===== src/rtl/regfile_wb_seq.sv =====
// regfile_wb_seq
//   Register file plus write-back sequencer for a multi-cycle datapath.
//   One operation at a time: its register indices and control bits are
//   latched on the accepting edge. The operand/address registers are then
//   presented combinationally. The result is written back from either the
//   external ALU (one EXEC cycle) or external memory (valid handshake with
//   a timeout). The block also holds the processor flag register.
//
// Ports
//   CLK          clock, rising edge
//   CLR          synchronous reset, active-low
//   start        issue an operation (accepted only while idle)
//   wr_en        operation writes register ld_reg
//   sel_mem      0: write back alu_result, 1: write back ext_din
//   flag_we      operation updates stored_flags from alu_flags
//   rd_a/rd_b    operand register indices
//   rd_m         memory address register index
//   ld_reg       destination register index
//   alu_result   ALU result, sampled at the end of EXEC
//   alu_flags    ALU flags, sampled at the end of EXEC
//   ext_din      memory read data
//   ext_valid    ext_din valid this cycle (only looked at in WAIT_MEM)
//   A/RegB/addr1 contents of the latched rd_a/rd_b/rd_m registers
//   stored_flags flag register
//   busy         sequencer not idle
//   done         one-cycle completion pulse
//   err          last operation timed out waiting for memory
module regfile_wb_seq #(
  parameter int WIDTH   = 16,
  parameter int NREGS   = 16,
  parameter int AW      = 4,
  parameter int NFLAGS  = 5,
  parameter int TIMEOUT = 255,
  parameter int ZERO_R0 = 0
) (
  input  logic              CLK,
  input  logic              CLR,
  input  logic              start,
  input  logic              wr_en,
  input  logic              sel_mem,
  input  logic              flag_we,
  input  logic [AW-1:0]     rd_a,
  input  logic [AW-1:0]     rd_b,
  input  logic [AW-1:0]     rd_m,
  input  logic [AW-1:0]     ld_reg,
  input  logic [WIDTH-1:0]  alu_result,
  input  logic [NFLAGS-1:0] alu_flags,
  input  logic [WIDTH-1:0]  ext_din,
  input  logic              ext_valid,
  output logic [WIDTH-1:0]  A,
  output logic [WIDTH-1:0]  RegB,
  output logic [WIDTH-1:0]  addr1,
  output logic [NFLAGS-1:0] stored_flags,
  output logic              busy,
  output logic              done,
  output logic              err
);

  // Counter only has to reach TIMEOUT-1.
  localparam int CW = (TIMEOUT < 2) ? 1 : $clog2(TIMEOUT);

  typedef enum logic [1:0] {
    S_IDLE     = 2'd0,
    S_EXEC     = 2'd1,
    S_WAIT_MEM = 2'd2,
    S_DONE     = 2'd3
  } state_t;

  state_t            state_q, state_d;
  logic [CW-1:0]     cnt_q, cnt_d;
  logic              err_q, err_d;
  logic [NFLAGS-1:0] flags_q, flags_d;
  logic              wr_en_q, wr_en_d;
  logic              sel_mem_q, sel_mem_d;
  logic              flag_we_q, flag_we_d;
  logic [AW-1:0]     rd_a_q, rd_a_d;
  logic [AW-1:0]     rd_b_q, rd_b_d;
  logic [AW-1:0]     rd_m_q, rd_m_d;
  logic [AW-1:0]     ld_reg_q, ld_reg_d;

  logic [WIDTH-1:0]  reg_q [NREGS];
  logic              wr_fire;
  logic [WIDTH-1:0]  wr_data;
  logic [NREGS-1:0]  we_vec;

  // Sequencer: next state, write-back request and flag update
  always_comb begin
    state_d   = state_q;
    cnt_d     = cnt_q;
    err_d     = err_q;
    flags_d   = flags_q;
    wr_en_d   = wr_en_q;
    sel_mem_d = sel_mem_q;
    flag_we_d = flag_we_q;
    rd_a_d    = rd_a_q;
    rd_b_d    = rd_b_q;
    rd_m_d    = rd_m_q;
    ld_reg_d  = ld_reg_q;
    wr_fire   = 1'b0;
    wr_data   = alu_result;

    case (state_q)
      S_IDLE: begin
        if (start) begin
          wr_en_d   = wr_en;
          sel_mem_d = sel_mem;
          flag_we_d = flag_we;
          rd_a_d    = rd_a;
          rd_b_d    = rd_b;
          rd_m_d    = rd_m;
          ld_reg_d  = ld_reg;
          err_d     = 1'b0;
          state_d   = S_EXEC;
        end
      end
      S_EXEC: begin
        if (flag_we_q) flags_d = alu_flags;
        if (!sel_mem_q) begin
          wr_fire = wr_en_q;
          wr_data = alu_result;
          state_d = S_DONE;
        end else begin
          cnt_d   = '0;
          state_d = S_WAIT_MEM;
        end
      end
      S_WAIT_MEM: begin
        // valid is checked first so it wins over a same-edge timeout
        if (ext_valid) begin
          wr_fire = wr_en_q;
          wr_data = ext_din;
          state_d = S_DONE;
        end else if (cnt_q == CW'(TIMEOUT - 1)) begin
          err_d   = 1'b1;
          state_d = S_DONE;
        end else begin
          cnt_d = cnt_q + CW'(1);
        end
      end
      S_DONE: begin
        state_d = S_IDLE;
      end
      default: begin
        state_d = S_IDLE;
      end
    endcase
  end

  always_ff @(posedge CLK) begin
    if (!CLR) begin
      state_q   <= S_IDLE;
      cnt_q     <= '0;
      err_q     <= 1'b0;
      flags_q   <= '0;
      wr_en_q   <= 1'b0;
      sel_mem_q <= 1'b0;
      flag_we_q <= 1'b0;
      rd_a_q    <= '0;
      rd_b_q    <= '0;
      rd_m_q    <= '0;
      ld_reg_q  <= '0;
    end else begin
      state_q   <= state_d;
      cnt_q     <= cnt_d;
      err_q     <= err_d;
      flags_q   <= flags_d;
      wr_en_q   <= wr_en_d;
      sel_mem_q <= sel_mem_d;
      flag_we_q <= flag_we_d;
      rd_a_q    <= rd_a_d;
      rd_b_q    <= rd_b_d;
      rd_m_q    <= rd_m_d;
      ld_reg_q  <= ld_reg_d;
    end
  end

  // Write decode: indices at or beyond NREGS match no entry, so such
  // writes are dropped; r0 is excluded when it is hard-wired to zero.
  for (genvar gi = 0; gi < NREGS; gi++) begin : g_we
    assign we_vec[gi] = wr_fire && (ld_reg_q == AW'(gi)) &&
                        !((ZERO_R0 != 0) && (gi == 0));
  end

  always_ff @(posedge CLK) begin
    for (int i = 0; i < NREGS; i++) begin
      if (!CLR) begin
        reg_q[i] <= '0;
      end else if (we_vec[i]) begin
        reg_q[i] <= wr_data;
      end
    end
  end

  // Read ports: no bypass, out-of-range indices read as zero
  always_comb begin
    A     = '0;
    RegB  = '0;
    addr1 = '0;
    for (int i = 0; i < NREGS; i++) begin
      if (!((ZERO_R0 != 0) && (i == 0))) begin
        if (rd_a_q == AW'(i)) A     = reg_q[i];
        if (rd_b_q == AW'(i)) RegB  = reg_q[i];
        if (rd_m_q == AW'(i)) addr1 = reg_q[i];
      end
    end
  end

  assign stored_flags = flags_q;
  assign busy         = (state_q != S_IDLE);
  assign done         = (state_q == S_DONE);
  assign err          = err_q;

endmodule


===== config.mk =====
export PLATFORM = sky130hd
export DESIGN_NAME = regfile_wb_seq
export DESIGN_NICKNAME = d
export VERILOG_FILES = /design/src/rtl/regfile_wb_seq.sv
export SDC_FILE = /design/constraint.sdc
export NUM_CORES = 1
export LEC_CHECK = 0
export ABC_AREA = 1
export CAP_MARGIN = 20
export CORE_UTILIZATION = 60
export DETAILED_ROUTE_END_ITERATION = 8
export PLACE_DENSITY = 0.88
export SYNTH_ARGS = -nofsm -noshare
export SYNTH_HDL_FRONTEND = slang
export SYNTH_SLANG_ARGS = --single-unit

===== constraint.sdc =====
create_clock -name CLK -period 4.4 [get_ports CLK]
set_input_delay 0.88 -clock CLK [delete_from_list [all_inputs] [get_ports CLK]]
set_output_delay 0.88 -clock CLK [all_outputs]
set_load 0.02 [all_outputs]

; ---- Word level (Yosys, flattened, before mapping)
; Memory sizes are Yosys's and may differ from the RTL's.
; Index checks and enable logic that the tools add are counted.
[op_classes]
addsub = 1
n_eq_ne = 70
mux = 131
bitwise = 16
n_reduce_logical = 29
[op_table]
columns = cell, count
row1 = $mux W16, 66
row2 = $eq A4 B4 Y1 const B, 32
row3 = $eq A4 B3 Y1 const B, 16
row4 = $mux W1, 55
row5 = $eq A4 B2 Y1 const B, 8
row6 = $mux W8, 3
row7 = $eq A4 B1 Y1 const B, 4
row8 = $logic_and A1 B1 Y1, 16
row9 = $logic_not A4 Y1, 4
row10 = $or A1 B1 Y1, 16
row11 = $pmux W8 S2, 1
row12 = $ne A2 B2 Y1 const B, 5
row13 = $add A8 B1 Y8 const B, 1
row14 = $eq A8 B8 Y1 const B, 1
row15 = $pmux W2 S4, 1
row16 = $reduce_and A4 Y1, 2
row17 = $mux W2, 3
row18 = $reduce_and A2 Y1, 3
row19 = $reduce_bool A2 Y1, 3
row20 = $eq A2 B2 Y1 const B, 2
row21 = $pmux W1 S2, 2
row22 = $ne A3 B3 Y1 const B, 1
row23 = $eq A2 B1 Y1 const B, 1
row24 = $logic_not A2 Y1, 1
[word_totals]
reg_bits = 35
ram_bits = 256
input_bits = 60
output_inout_bits = 56
word_cells = 259
memories = 1
[mem_list]
columns = name, depth, width, read_ports, rd_ports_with_merged_regs, wr, line_no
row1 = reg_q, 16, 16, 16, 0, 16, 81  ; logic [WIDTH-1:0] reg_q [NREGS];

; ---- Longest topological paths before layout
[logic_depth]
ltp_word = 17
depth_mapped = 15
ltp_nobuf = 15

; ---- Worst setup path before layout
; No wires, ideal clock.
[synth_timing]
kind = register to output
startpoint = register rd_m_q[1]
endpoint = output port addr1[1]
t_arrival_ns = 1.612
t_required_ns = 3.520
setup_slack_ns = 1.908
stages_incl_launch_ff = 9
n_path_buf = 1
cell_sequence = dfxtp_1 -> inv_1 -> nand2_1 -> nor2_1 -> inv_1 -> clkbuf_1 -> or2_2 -> nand2_1 -> nand4_1
[synth_via]
elab_chain_cells = 17
elab_cells_between_ends = 32
classes_between = eq/ne: 15 / mux: 16 / reduce/logical: 1
[synth_rtl]
columns = item, line_no
row1 = "start, declared", 78  ; logic [AW-1:0] rd_m_q, rd_m_d;
row2 = "start signal, assigned", 172  ; rd_m_q <= rd_m_d;
row3 = $logic_not A4 Y1, 203  ; if (rd_m_q == AW'(i)) addr1 = reg_q[i];
row4 = $mux W16 (15 in series), 203
row5 = $mux W16 *, 203
row6 = "end, declared", 52  ; output logic [WIDTH-1:0] addr1,
; Mark *: on every way between the ends. The rest lies on a longest branch, timed or not.

; ---- Worst setup path after layout
[layout_timing]
startpoint = register rd_b_q[0]
endpoint = output port RegB[4]
[layout_via]
elab_chain_cells = 17
elab_cells_between_ends = 32
classes_between = eq/ne: 15 / mux: 16 / reduce/logical: 1
[layout_rtl]
columns = item, line_no
row1 = "start, declared", 77  ; logic [AW-1:0] rd_b_q, rd_b_d;
row2 = "start signal, assigned", 171  ; rd_b_q <= rd_b_d;
row3 = $logic_not A4 Y1, 202  ; if (rd_b_q == AW'(i)) RegB = reg_q[i];
row4 = $mux W16 (15 in series), 202
row5 = $mux W16 *, 202
row6 = "end, declared", 51  ; output logic [WIDTH-1:0] RegB,
; Marks and branches as above.

==> key figures <==
Min path
  • Hold Path Class: reg2reg
  • Hold path start: err$_SDFFE_PN0P_
  • WHS Path Cells: 2
  • Hold Path Sink: err$_SDFFE_PN0P_

Power
  • Final Power: 9.95 mW
  • PwrDens: 503 mW/mm²
  • Leakage: 7.95 nW
  • Peak supply drop: 0.420 mV

CTS
  • Clock tree sinks: 291
  • CTS root buf: clkbuf_16
  • CTS Buf Count: 31
  • CTS Hold Bufs: 0
  • # H-tree levels: 1
  • Clk buf depth: 3
  • Clock Latency Late Sink: 0.56 ns
  • CTS tree: done
  • Post-CTS setup buffers: 0
  • Clock Pin Slew Worst Setup and Hold Paths: 0.06 ns

Worst setup path
  • CP startpoint: rd_b_q[0]$_SDFFE_PN0P_
  • CP Data Required Time: 3.52 ns
  • Worst r2r dst: reg_q[1][88]$_SDFFCE_PN0P_
  • Worst EP arrival: 3.36 ns
  • Number of cells on the worst reg-to-reg path: 8
  • Worst reg-to-reg setup slack: 1.28 ns
  • Critical Path Fanout Max: 14
  • Setup Crit Path Kind: reg2out
  • Reg-to-Reg Start: state_q[0]$_SDFFE_PN0P_
  • CP endpoint kind: output pin
  • Crit start category: register

STA
  • Highest clock rate: 236 MHz
  • Final TNS setup: 0 ns
  • Minimum clock period: 4.24 ns
  • Setup Viol. Count Final: 0
  • Layout Skew: 0.00803 ns
  • Period Utilization, post-route: 96.5%
  • Worst-Margin Slew: 1.03 ns
  • Pins Over Slew Limit: 0
  • Hold Fails Final Rpt: 0
  • Max_slew headroom: 31.4%
  • RSZ-0062 raised after global routing: false

Floorplanning
  • Die area: 0.0290 mm²
  • Die Width: 170 µm
  • Initial Util: 61.1%
  • Die height: 170 µm
  • Area of the core: 0.0279 mm²
  • I/O pin cnt: 116
  • FP Rows: 61

Finish
  • Layout area overhead: 16.2%
  • Cell area after layout: 0.0198 mm²
  • Share of post-route cells with drive strength above 1: 6.89%
  • N_diodes: 0
  • Fin nets: 2466
  • Final Util: 70.9%
  • Fin cells: 2802

Synthesis
  • Cell taking the most area after synthesis: edfxtp_1
  • Largest family of logic cells by synthesized area: simple AND/OR/NAND/NOR gates
  • Mapped Avg Cell Area: 7.44 µm²
  • Post-synthesis simple-gate area fraction: 38.1%
  • Main synth FF type: edfxtp_1
  • Mapped Area: 0.0170 mm²
  • Post-synth EDFFs: 256
  • XOR/XNOR Fraction of Synth Area: 0%
  • Compound-Gate Fraction of Synth Area: 4.45%
  • Seq/Total Area, Yosys: 49.3%
  • Syn. warnings: 0
  • Share of flip-flops with an asynchronous set or reset: 0%
  • Synth Instances: 2288
  • Synthesized-area fraction occupied by adder cells: 0.441%
  • Mux share of post-synthesis cell area: 0.941%
  • Synth area leaders: edfxtp_1 (45%), nand2_1 (14%), nor2_1 (11%), nand3_1 (6.6%), dfxtp_1 (4.1%)
  • Synth Net Count: 2354
  • Synth unique cells: 27
  • Yosys top cell area share: 45.2%
  • FF+latch count, synth: 291

Run
  • Max-cap viol count: 0

Detailed routing
  • Final WL: 58600 µm
  • Detail Route Antenna Nets: 0
  • Routed len/inst: 20.9 µm
  • Drt drc: 0
  • Avg Vias per Cell: 6.19
  • First-pass DRT Iterations: 6
  • Via Count: 17.3k
  • DRT iter0 DRCs: 2677

Run status
  • Status: finished, final reports clean

Placed design
  • Final HPWL DP: 42300 µm
  • Post-DP Area: 0.0187 mm²
  • Port Buffer Count: 115
  • Placed cell count: 2744
  • Placer congestion estimate: 0.996

GRT
  • Tot GR Track Use: 40.9%
  • First-pass GRT wire length: 88800 µm
  • Initial antenna violation count: 0
  • Remaining global-route overflow: 0
  • Largest net degree at the start of global routing: 61
  • Vias in the first global route: 16.6k
-- registers in the layout (all words and copies together), names as in the netlist --
signal	cells
err	1
cnt_q	8
rd_m_q	4
rd_a_q	4
sel_mem_q	1
wr_en_q	1
state_q	2
stored_flags	5
ld_reg_q	4
reg_q	256
flag_we_q	1
rd_b_q	4
-- synth_stat cells (3+ instances only) --
cell	number
a21oi_1	98
buf_1	7
buf_2	43
clkbuf_1	57
dfxtp_1	35
edfxtp_1	256
ha_1	6
inv_1	181
mux2i_1	16
nand2_1	633
nand3_1	226
nand4_1	109
nor2_1	507
nor2_2	8
nor3_1	13
nor3b_1	3
o21ai_0	50
or2_2	28
-- report_power, final --
part / switching, mW / internal (mW)
sequential: 0.157 / 3.16
clock: 1.08 / 1.58
combinational: 2.64 / 1.32
-- layer usage --
metal	track usage, %	up-vias	wire length (µm)
met3	5.84	300	6560
met2	67.2	1358	27400
met5	0	-	0
met1	51.0	7939	20900
li1	-	7752	-
met4	25.5	0	3810
-- cell type report --
cell class | instances | area (µm²)
flip-flops and latches | 291 | 8390
inverters | 182 | 687
clock buffers | 45 | 858
clock inverters | 12 | 164
well taps | 378 | 473
repair buffers | 188 | 1710
multi-input cells | 1706 | 7490
fillers | 2187 | 8090
-- kinds of logic after synthesis --
logic type / Yosys count
simple gates: 1534
buf+inv: 291
compound gates: 150
mux: 16
flops: 291
fa+ha+maj: 6
-- worst max path at each step --
stage	cells past startpoint	endpoint	slack [ns]
6_report	11	RegB[4]	0.16
5_1_grt	11	RegB[6]	0.04
4_1_cts	12	A[11]	0.14
3_5_place_dp	12	A[11]	0.74
3_3_place_gp	11	A[4]	0.87
2_1_floorplan	8	addr1[1]	1.91
-- worst max-delay path, cell delays in order, from the launching register on --
cell and delay, ns:
dfxtp_1 0.35, nand2_1 0.20, inv_1 0.16, nand2_1 0.46
nor2_1 0.10, nor2_1 0.16, nand4_1 0.14, nand2_1 0.14
nand4_1 0.10, nor3_1 0.26, nand4_1 0.15, clkdlybuf4s50_1 0.57
-- cells in the final DEF, fill, tap and decap left out, types with 2 or more instances in the layout --
master,count
a21oi_1,98
buf_4,72
bufinv_16,4
clkbuf_1,11
clkbuf_16,31
clkbuf_8,3
clkdlybuf4s50_1,114
clkinv_1,2
clkinv_2,5
clkinvlp_4,3
dfxtp_1,35
edfxtp_1,256
ha_1,6
inv_1,180
mux2i_1,16
nand2_1,632
nand2_2,3
nand3_1,226
nand4_1,109
nor2_1,503
nor2_2,11
nor3_1,13
nor3_4,2
nor3b_1,3
o21ai_0,50
or2_2,28
-- stage by stage --
stage,hold WS [ns],setup slack (ns)
5_1_grt,0.477,0.0398
2_1_floorplan,0.443,1.91
3_3_place_gp,0.452,0.866
3_5_place_dp,0.444,0.739
6_report,0.459,0.155
4_1_cts,0.456,0.141
-- timing repair --
action                                  in CTS  in global routing
endpoints found under the hold margin        0                  0
endpoints found under the setup margin       0                 14
resized for setup                            0                  3
(Power assumes the default switching activity.)
